File: src/rtl/kitchen_timer_pkg.sv
// Shared definitions for the kitchen timer: FSM state encoding, BCD digit
// limits, nibble positions of the packed {min_tens, min_ones, sec_tens,
// sec_ones} time value, and a load-value validity check.
package kitchen_timer_pkg;

    typedef enum logic [1:0] {
        StIdle   = 2'd0,
        StRun    = 2'd1,
        StPaused = 2'd2,
        StAlarm  = 2'd3
    } kt_state_e;

    // Largest legal value of a decimal digit and of the seconds-tens digit.
    localparam logic [3:0] BcdMax     = 4'd9;
    localparam logic [3:0] SecTensMax = 4'd5;

    // LSB positions of each nibble in load_value / digits.
    localparam int unsigned SecOnesLsb = 0;
    localparam int unsigned SecTensLsb = 4;
    localparam int unsigned MinOnesLsb = 8;
    localparam int unsigned MinTensLsb = 12;

    function automatic logic bcd_time_valid(input logic [15:0] v);
        return (v[SecOnesLsb +: 4] <= BcdMax)     &&
               (v[SecTensLsb +: 4] <= SecTensMax) &&
               (v[MinOnesLsb +: 4] <= BcdMax)     &&
               (v[MinTensLsb +: 4] <= BcdMax);
    endfunction

endpackage

File: src/rtl/kitchen_timer_bcd_digit.sv
// bcd_digit: one mod-N BCD digit with synchronous load and enable.
//   clk, reset   : clock, asynchronous active-high reset (digit -> 0)
//   en_i         : step once this cycle (ignored when load_i is high)
//   down_i       : 0 = increment, 1 = decrement
//   load_i       : load load_val_i (takes priority over en_i)
//   load_val_i   : value to load
//   q_o          : current digit value
//   carry_o      : en_i while at the wrap boundary for the current direction
//   at_min_o     : digit is 0
//   at_max_o     : digit is N-1
module bcd_digit #(
    parameter int unsigned N = 10
) (
    input  logic       clk,
    input  logic       reset,
    input  logic       en_i,
    input  logic       down_i,
    input  logic       load_i,
    input  logic [3:0] load_val_i,
    output logic [3:0] q_o,
    output logic       carry_o,
    output logic       at_min_o,
    output logic       at_max_o
);

    localparam logic [3:0] Max = 4'(N - 1);

    logic [3:0] q_q;
    logic [3:0] q_d;

    assign at_min_o = (q_q == 4'd0);
    assign at_max_o = (q_q == Max);
    assign carry_o  = en_i && (down_i ? at_min_o : at_max_o);
    assign q_o      = q_q;

    always_comb begin
        q_d = q_q;
        if (load_i) begin
            q_d = load_val_i;
        end else if (en_i) begin
            if (down_i) begin
                q_d = at_min_o ? Max : q_q - 4'd1;
            end else begin
                q_d = at_max_o ? 4'd0 : q_q + 4'd1;
            end
        end
    end

    always_ff @(posedge clk or posedge reset) begin
        if (reset) begin
            q_q <= 4'd0;
        end else begin
            q_q <= q_d;
        end
    end

endmodule

File: src/rtl/kitchen_timer_core.sv
// kitchen_timer_core: MM:SS BCD kitchen timer counting up or down once per
// TICK_DIV clock cycles, with pause/resume, load, clear and alarm.
//   clk, reset     : clock, asynchronous active-high reset
//   start_i        : begin (from IDLE) or resume (from PAUSED)
//   stop_i         : pause while running
//   clear_i        : digits -> 00:00, back to IDLE, from any state
//   mode_i         : 0 = up, 1 = down; latched on start from IDLE
//   load_i         : load load_value_i in IDLE or PAUSED
//   load_value_i   : BCD {min_tens, min_ones, sec_tens, sec_ones}
//   ack_i          : acknowledge alarm, return to IDLE
//   digits_o       : current BCD time
//   running_o      : state is RUN
//   alarm_o        : state is ALARM
//   tick_o         : one-cycle pulse in the cycle after each digits step
//   load_err_o     : one-cycle pulse after a rejected load
module kitchen_timer_core
    import kitchen_timer_pkg::*;
#(
    parameter int unsigned TICK_DIV = 50000000,
    parameter int unsigned WRAP     = 1
) (
    input  logic        clk,
    input  logic        reset,
    input  logic        start_i,
    input  logic        stop_i,
    input  logic        clear_i,
    input  logic        mode_i,
    input  logic        load_i,
    input  logic [15:0] load_value_i,
    input  logic        ack_i,
    output logic [15:0] digits_o,
    output logic        running_o,
    output logic        alarm_o,
    output logic        tick_o,
    output logic        load_err_o
);

    localparam int unsigned PW = $clog2(TICK_DIV);
    localparam logic [PW-1:0] PrescLast = PW'(TICK_DIV - 1);

    kt_state_e   state_q, state_d;
    logic [PW-1:0] presc_q, presc_d;
    logic        mode_q, mode_d;
    logic        tick_q, tick_d;
    logic        load_err_q, load_err_d;

    logic        step_en;
    logic        dig_load;
    logic [15:0] dig_load_val;
    logic [15:0] digits;
    logic [3:0]  dig_en;
    logic [3:0]  carry;
    logic [3:0]  at_min;
    logic [3:0]  at_max;
    logic        unused_carry;

    // Ripple enable: each digit steps when the one below it carries/borrows.
    assign dig_en       = {carry[2:0], step_en};
    assign unused_carry = carry[3];

    bcd_digit #(.N(int'(BcdMax) + 1)) u_sec_ones (
        .clk       (clk),
        .reset     (reset),
        .en_i      (dig_en[0]),
        .down_i    (mode_q),
        .load_i    (dig_load),
        .load_val_i(dig_load_val[SecOnesLsb +: 4]),
        .q_o       (digits[SecOnesLsb +: 4]),
        .carry_o   (carry[0]),
        .at_min_o  (at_min[0]),
        .at_max_o  (at_max[0])
    );

    bcd_digit #(.N(int'(SecTensMax) + 1)) u_sec_tens (
        .clk       (clk),
        .reset     (reset),
        .en_i      (dig_en[1]),
        .down_i    (mode_q),
        .load_i    (dig_load),
        .load_val_i(dig_load_val[SecTensLsb +: 4]),
        .q_o       (digits[SecTensLsb +: 4]),
        .carry_o   (carry[1]),
        .at_min_o  (at_min[1]),
        .at_max_o  (at_max[1])
    );

    bcd_digit #(.N(int'(BcdMax) + 1)) u_min_ones (
        .clk       (clk),
        .reset     (reset),
        .en_i      (dig_en[2]),
        .down_i    (mode_q),
        .load_i    (dig_load),
        .load_val_i(dig_load_val[MinOnesLsb +: 4]),
        .q_o       (digits[MinOnesLsb +: 4]),
        .carry_o   (carry[2]),
        .at_min_o  (at_min[2]),
        .at_max_o  (at_max[2])
    );

    bcd_digit #(.N(int'(BcdMax) + 1)) u_min_tens (
        .clk       (clk),
        .reset     (reset),
        .en_i      (dig_en[3]),
        .down_i    (mode_q),
        .load_i    (dig_load),
        .load_val_i(dig_load_val[MinTensLsb +: 4]),
        .q_o       (digits[MinTensLsb +: 4]),
        .carry_o   (carry[3]),
        .at_min_o  (at_min[3]),
        .at_max_o  (at_max[3])
    );

    logic is_zero;
    logic is_top;
    logic down_hits_zero;
    logic presc_last;

    assign is_zero    = &at_min;
    assign is_top     = &at_max;
    assign presc_last = (presc_q == PrescLast);
    // Current value 00:01, so a down step lands on 00:00.
    assign down_hits_zero = (digits[SecOnesLsb +: 4] == 4'd1) && (&at_min[3:1]);

    always_comb begin
        state_d      = state_q;
        presc_d      = presc_q;
        mode_d       = mode_q;
        step_en      = 1'b0;
        dig_load     = 1'b0;
        dig_load_val = digits;
        load_err_d   = 1'b0;

        if (clear_i) begin
            state_d      = StIdle;
            presc_d      = '0;
            dig_load     = 1'b1;
            dig_load_val = '0;
        end else begin
            unique case (state_q)
                StIdle, StPaused: begin
                    if (load_i) begin
                        if (bcd_time_valid(load_value_i)) begin
                            dig_load     = 1'b1;
                            dig_load_val = load_value_i;
                        end else begin
                            load_err_d = 1'b1;
                        end
                    end else if (start_i) begin
                        if (state_q == StPaused) begin
                            state_d = StRun;
                        end else if (!(mode_i && is_zero)) begin
                            state_d = StRun;
                            mode_d  = mode_i;
                            presc_d = '0;
                        end
                    end
                end
                StRun: begin
                    if (stop_i) begin
                        state_d = StPaused;
                    end else begin
                        presc_d = presc_last ? '0 : presc_q + 1'b1;
                        if (presc_last) begin
                            if (!mode_q && is_top && (WRAP == 0)) begin
                                // Saturate: hold 99:59, no step, raise alarm.
                                state_d = StAlarm;
                            end else begin
                                step_en = 1'b1;
                                if (mode_q && down_hits_zero) begin
                                    state_d = StAlarm;
                                end
                            end
                        end
                    end
                end
                StAlarm: begin
                    if (ack_i) begin
                        state_d = StIdle;
                    end
                end
                default: state_d = StIdle;
            endcase
        end
    end

    assign tick_d = step_en;

    always_ff @(posedge clk or posedge reset) begin
        if (reset) begin
            state_q    <= StIdle;
            presc_q    <= '0;
            mode_q     <= 1'b0;
            tick_q     <= 1'b0;
            load_err_q <= 1'b0;
        end else begin
            state_q    <= state_d;
            presc_q    <= presc_d;
            mode_q     <= mode_d;
            tick_q     <= tick_d;
            load_err_q <= load_err_d;
        end
    end

    assign digits_o   = digits;
    assign running_o  = (state_q == StRun);
    assign alarm_o    = (state_q == StAlarm);
    assign tick_o     = tick_q;
    assign load_err_o = load_err_q;

endmodule

File: config.mk
export PLATFORM = sky130hd
export DESIGN_NAME = kitchen_timer_core
export DESIGN_NICKNAME = d
export VERILOG_FILES = /design/src/rtl/kitchen_timer_pkg.sv /design/src/rtl/kitchen_timer_bcd_digit.sv /design/src/rtl/kitchen_timer_core.sv
export SDC_FILE = /design/constraint.sdc
export NUM_CORES = 1
export LEC_CHECK = 0
export ABC_AREA = 0
export BUFFER_PORTS_ARGS = -buffer_cell sky130_fd_sc_hd__buf_2
export CAP_MARGIN = 20
export CORE_ASPECT_RATIO = 0.75
export CORE_MARGIN = 2
export CORE_UTILIZATION = 60
export DETAILED_ROUTE_END_ITERATION = 10
export GPL_ROUTABILITY_DRIVEN = 0
export HOLD_SLACK_MARGIN = 0.1
export PLACE_DENSITY_LB_ADDON = 0.05
export SETUP_SLACK_MARGIN = 0.3
export SLEW_MARGIN = 20
export SYNTH_ARGS = -nofsm -noshare
export SYNTH_HDL_FRONTEND = slang
export SYNTH_HIERARCHICAL = 1
export SYNTH_SLANG_ARGS = --single-unit
File: constraint.sdc
create_clock -name clk -period 5.6 [get_ports clk]
set_input_delay 0.84 -clock clk [delete_from_list [all_inputs] [get_ports clk]]
set_output_delay 0.84 -clock clk [all_outputs]
set_load 0.005 [all_outputs]
; Yosys cells after proc, flatten, opt, wreduce, memory -nomap -nowiden
; Index checks and enable logic that the tools add are counted.
[op_classes]
addsub = 9
n_lt_le_gt_ge = 4
eq_ne = 21
mux = 57
n_bitwise = 4
reduce_logical = 29
[ops]
columns = op, count
row1 = $mux 26, 7
row2 = $mux 4, 20
row3 = $mux 16, 4
row4 = $pmux 26 s2, 1
row5 = $add 26x1->26 const B, 1
row6 = $eq 26x26->1 const B, 1
row7 = $ne 3x3->1 const B, 7
row8 = $reduce_and 4->1, 5
row9 = $mux 2, 9
row10 = $reduce_and 6->1, 3
row11 = $add 4x1->4 const B, 4
row12 = $logic_not 4->1, 4
row13 = $sub 4x1->4 const B, 4
row14 = $mux 1, 15
row15 = $eq 4x4->1 const B, 3
row16 = $le 4x4->1 const B, 3
row17 = $logic_and 1x1->1, 9
row18 = $ne 4x3->1 const B, 2
row19 = $reduce_bool 2->1, 4
row20 = $ne 3x2->1 const B, 2
row21 = $pmux 2 s3, 1
row22 = $eq 2x2->1 const B, 2
row23 = $eq 4x1->1 const B, 1
row24 = $eq 4x3->1 const B, 1
row25 = 8 further kinds, 11
[totals]
reg_bits = 47
output_inout_bits = 20
wordCells = 133

; Longest topological paths before layout
[depth]
word_depth = 10
mapped_depth = 16

; Cells and area by module
; Netlist, hierarchy kept.
[modules_own_cells]
columns = module, instances, cells_per_inst, area_per_inst_um2
row1 = kitchen_timer_core, 1, 270, 2319.7
row2 = bcd_digit at u_min_ones ..., 3, 41, 341.6
row3 = bcd_digit at u_sec_tens, 1, 43, 345.3

; Worst setup path before layout
; OpenSTA, ideal clock, no wires.
[synth_path]
path_kind = input port to flip-flop
startpoint = input load_i
endpoint = register u_min_tens.q_q[1] (netlist: u_min_tens/q_o[1])
t_arrival_ps = 3580
required_time_ps = 5518
slack_ps = 1938
cell_stages = 15
n_path_buf = 3
path_cell_list = or3b_1 > buf_6 > a21oi_4 > a21o_4 > buf_4 > and3_1 > inv_1 > nor2_1 > clkbuf_2 > nor2b_1 > inv_1 > nor2_1 > inv_1 > a2111o_1 > a31oi_1
[synth_between]
elab_chain_len = 5
[synth_lines]
columns = item, line_no
row1 = start: declaration, kitchen_timer_core.sv:28  ; input logic load_i,
row2 = $mux 1, kitchen_timer_core.sv:141  ; if (load_i) begin
row3 = $mux 1, kitchen_timer_core.sv:139  ; unique case (state_q)
row4 = $mux 1, kitchen_timer_core.sv:133  ; if (clear_i) begin
row5 = $ne 3x2->1 (no source line) (tied with other cells), --
row6 = $reduce_and 4->1 (no source line), --
row7 = end signal: assignment, kitchen_timer_bcd_digit.sv:53  ; q_q <= q_d;
row8 = end: declaration, kitchen_timer_bcd_digit.sv:28  ; logic [3:0] q_q;
; Several ways; a longest one is shown, not always the timed one.
; A chain may end at the register's enable or synchronous reset.

; Final worst setup path
; Same ends and word-level chain as after synthesis.

==> results_dict.tcl <==
set metrics [dict create \
    ant_nets 0 \
    final-setup-viol-count 0 \
    worst_slack_ps 1410 \
    slew_headroom_pct 41.6 \
    seqPwrFrac_pct 52.1 \
    hold_viol 0 \
    fin_crit_ps 4190 \
    cts_setup_buffers 0 \
    initial_core_util_pct 62.6 \
    synth.net_count 458 \
    drt_iter0_markers 374 \
    area_delta_synth_final_pct 6.52 \
    root_buffer "clkbuf_8" \
    drc 0 \
    diodes 0 \
    powerDensity_mw_per_mm2 186 \
    power_frac_clock_pct 28.9 \
    finalSetupTns_ps 0 \
    hpwl_um 6330 \
    cp_data_required_time_ps 5830 \
    maxCapViolations 0 \
    min_path_type "primary input to asynchronous set/reset pin" \
    worstPathArrival_ps 4430 \
    detailed_place.area_sq_mm 0.00382 \
    drt_wl_total_um 8930 \
    syn_avg_cell_area_sq_um 8.47 \
    die-area_sq_mm 0.00676 \
    cts_buffers 5 \
    rsz0062_at_grt "no" \
    post_cts_resized 0 \
    status "completed" \
    grt_max_degree 33 \
    antenna_found_initial 0 \
    die_h_um 71.7 \
    htreeDepth 2 \
    max-vdd-ir-drop_v 0.000117 \
    drive_gt1_share_pct 14.9 \
    grt_pass1_wl_um 15000 \
    fmax_mhz 238 \
    wl_met1_um 4560 \
    rows 24 \
    numClockSinks 47 \
    final_nets 480 \
    cts_tree "built" \
    fillers 504 \
    reg2reg_slack_ps 1480 \
    routed.top_layer "met4" \
    max_slew.worst_pin.slew_ps 876 \
    switching_share_pct 31.5 \
    clk_pin_slew_ps 90 \
    leakagePower_nw 1.59 \
    fin_crit_sh_pct 74.9 \
    wl_met3_um 591 \
    core_area_sq_mm 0.00586 \
    p_int_w 0.000498 \
    yosys_warnings 6 \
    grt_overflow 0 \
    report.final.slew_viol_count 0 \
    clockBufferDepth 2 \
    hold_buffers 0 \
    endpoint_kind "flip-flop" \
    power_frac_comb_pct 18.9 \
    io_pins 44 \
    die_w_um 94.3 \
    switching_power_w 0.000229 \
    pre_cts_ws_ps 1170 \
    via_count 3414 \
    whs_ps 438 \
    synth_cells 433 \
    multi_input_area_sq_mm 0.00223 \
    routedWlPerCell_um 16.7 \
    critPathLaunchType "primary input" \
    cp_max_fo 21 \
    drt_first_pass_iters 5 \
    port_buffers 43 \
    skew_ps 10.8 \
    insertion_delay_ps 310 \
    detail_route.vias_per_cell 6.39 \
    grt_pass1_vias 3000 \
    seqCellArea_sq_mm 0.00118 \
    dr_wl_met2_um 3700 \
    synth_area_sq_mm 0.00367 \
    crit_type "primary input to flip-flop" \
    grt_usage_pct 27.8 \
    final_area_sq_mm 0.00391 \
]
sequential cells by signal, summed over array words and instances (netlist names):
signal          count
u_min_ones/q_o      4
state_q             2
presc_q            26
u_sec_ones/q_o      4
mode_q              1
load_err_o          1
u_min_tens/q_o      4
tick_o              1
u_sec_tens/q_o      4
critical path, stage by stage:
cell	delay [ps]
buf_2	100
or3b_1	490
a21oi_4	200
a21o_4	280
and3_1	330
inv_1	130
nor2_1	420
nor2b_1	390
inv_1	150
nor2_1	420
inv_1	130
a2111o_1	360
a31oi_1	160
layout make-up:
cell class              instances  area share, %
multi-input cells             333           57.0
flip-flops and latches         47           30.1
repair buffers                 46           6.09
well taps                      78           2.50
inverters                      22           2.11
clock buffers                   6           1.86
clock inverters                 2          0.320
routing by layer:
metal / vias up / GRT usage, %
met4: 0 / 6.60
met5: - / 0
met1: 1630 / 44.7
met3: 9 / 4.00
li1: 1642 / -
met2: 133 / 39.2
placed cells by master, fill, tap and decap left out, types with 4 or more instances in the layout:
cell      count
mux2i_1      28
nand3b_1     10
xnor2_1      11
nand2b_1      5
inv_1        22
nand2_1      37
clkbuf_8      5
nor4_1        7
o21ai_1       4
o21ai_0      20
dfrtp_1      47
and4_1        4
nor2_1       40
nand3_1      15
and2_1        5
or3b_1        5
and3_1        8
a31oi_1       5
o211a_1       4
nor4bb_1      8
buf_2        43
nand4_1      16
a21oi_1      27
power by group through the flow:
stage | registers (W) | clock network [W] | logic [W]
2_1_floorplan | 0.000370 | 0 | 0.000114
3_3_place_gp | 0.000384 | 0 | 0.000133
3_5_place_dp | 0.000385 | 0 | 0.000136
4_1_cts | 0.000379 | 0.000213 | 0.000136
5_1_grt | 0.000383 | 0.000227 | 0.000152
6_report | 0.000379 | 0.000210 | 0.000138
path summary, 6_finish.rpt:
kind,to,depth (start not counted),from
max,u_min_tens/q_o[1],13,load_i
min,load_err_o,2,reset
max reg2reg,u_min_tens/q_o[1],12,state_q[0]
min reg2reg,presc_q[22],1,presc_q[22]
max in group asynchronous,presc_q[6],3,reset
min in group clk,presc_q[22],1,presc_q[22]
metrics by stage:
step / total power (W) / cells / utilization [%]
global placement: 0.000517 / 526 / 65.2
detailed placement: 0.000521 / 526 / 65.2
global route: 0.000762 / 534 / 66.7
CTS: 0.000728 / 534 / 66.7
floorplan: 0.000484 / 433 / -
finish: 0.000727 / 534 / 66.7
Power figures use the tool's default switching activity.
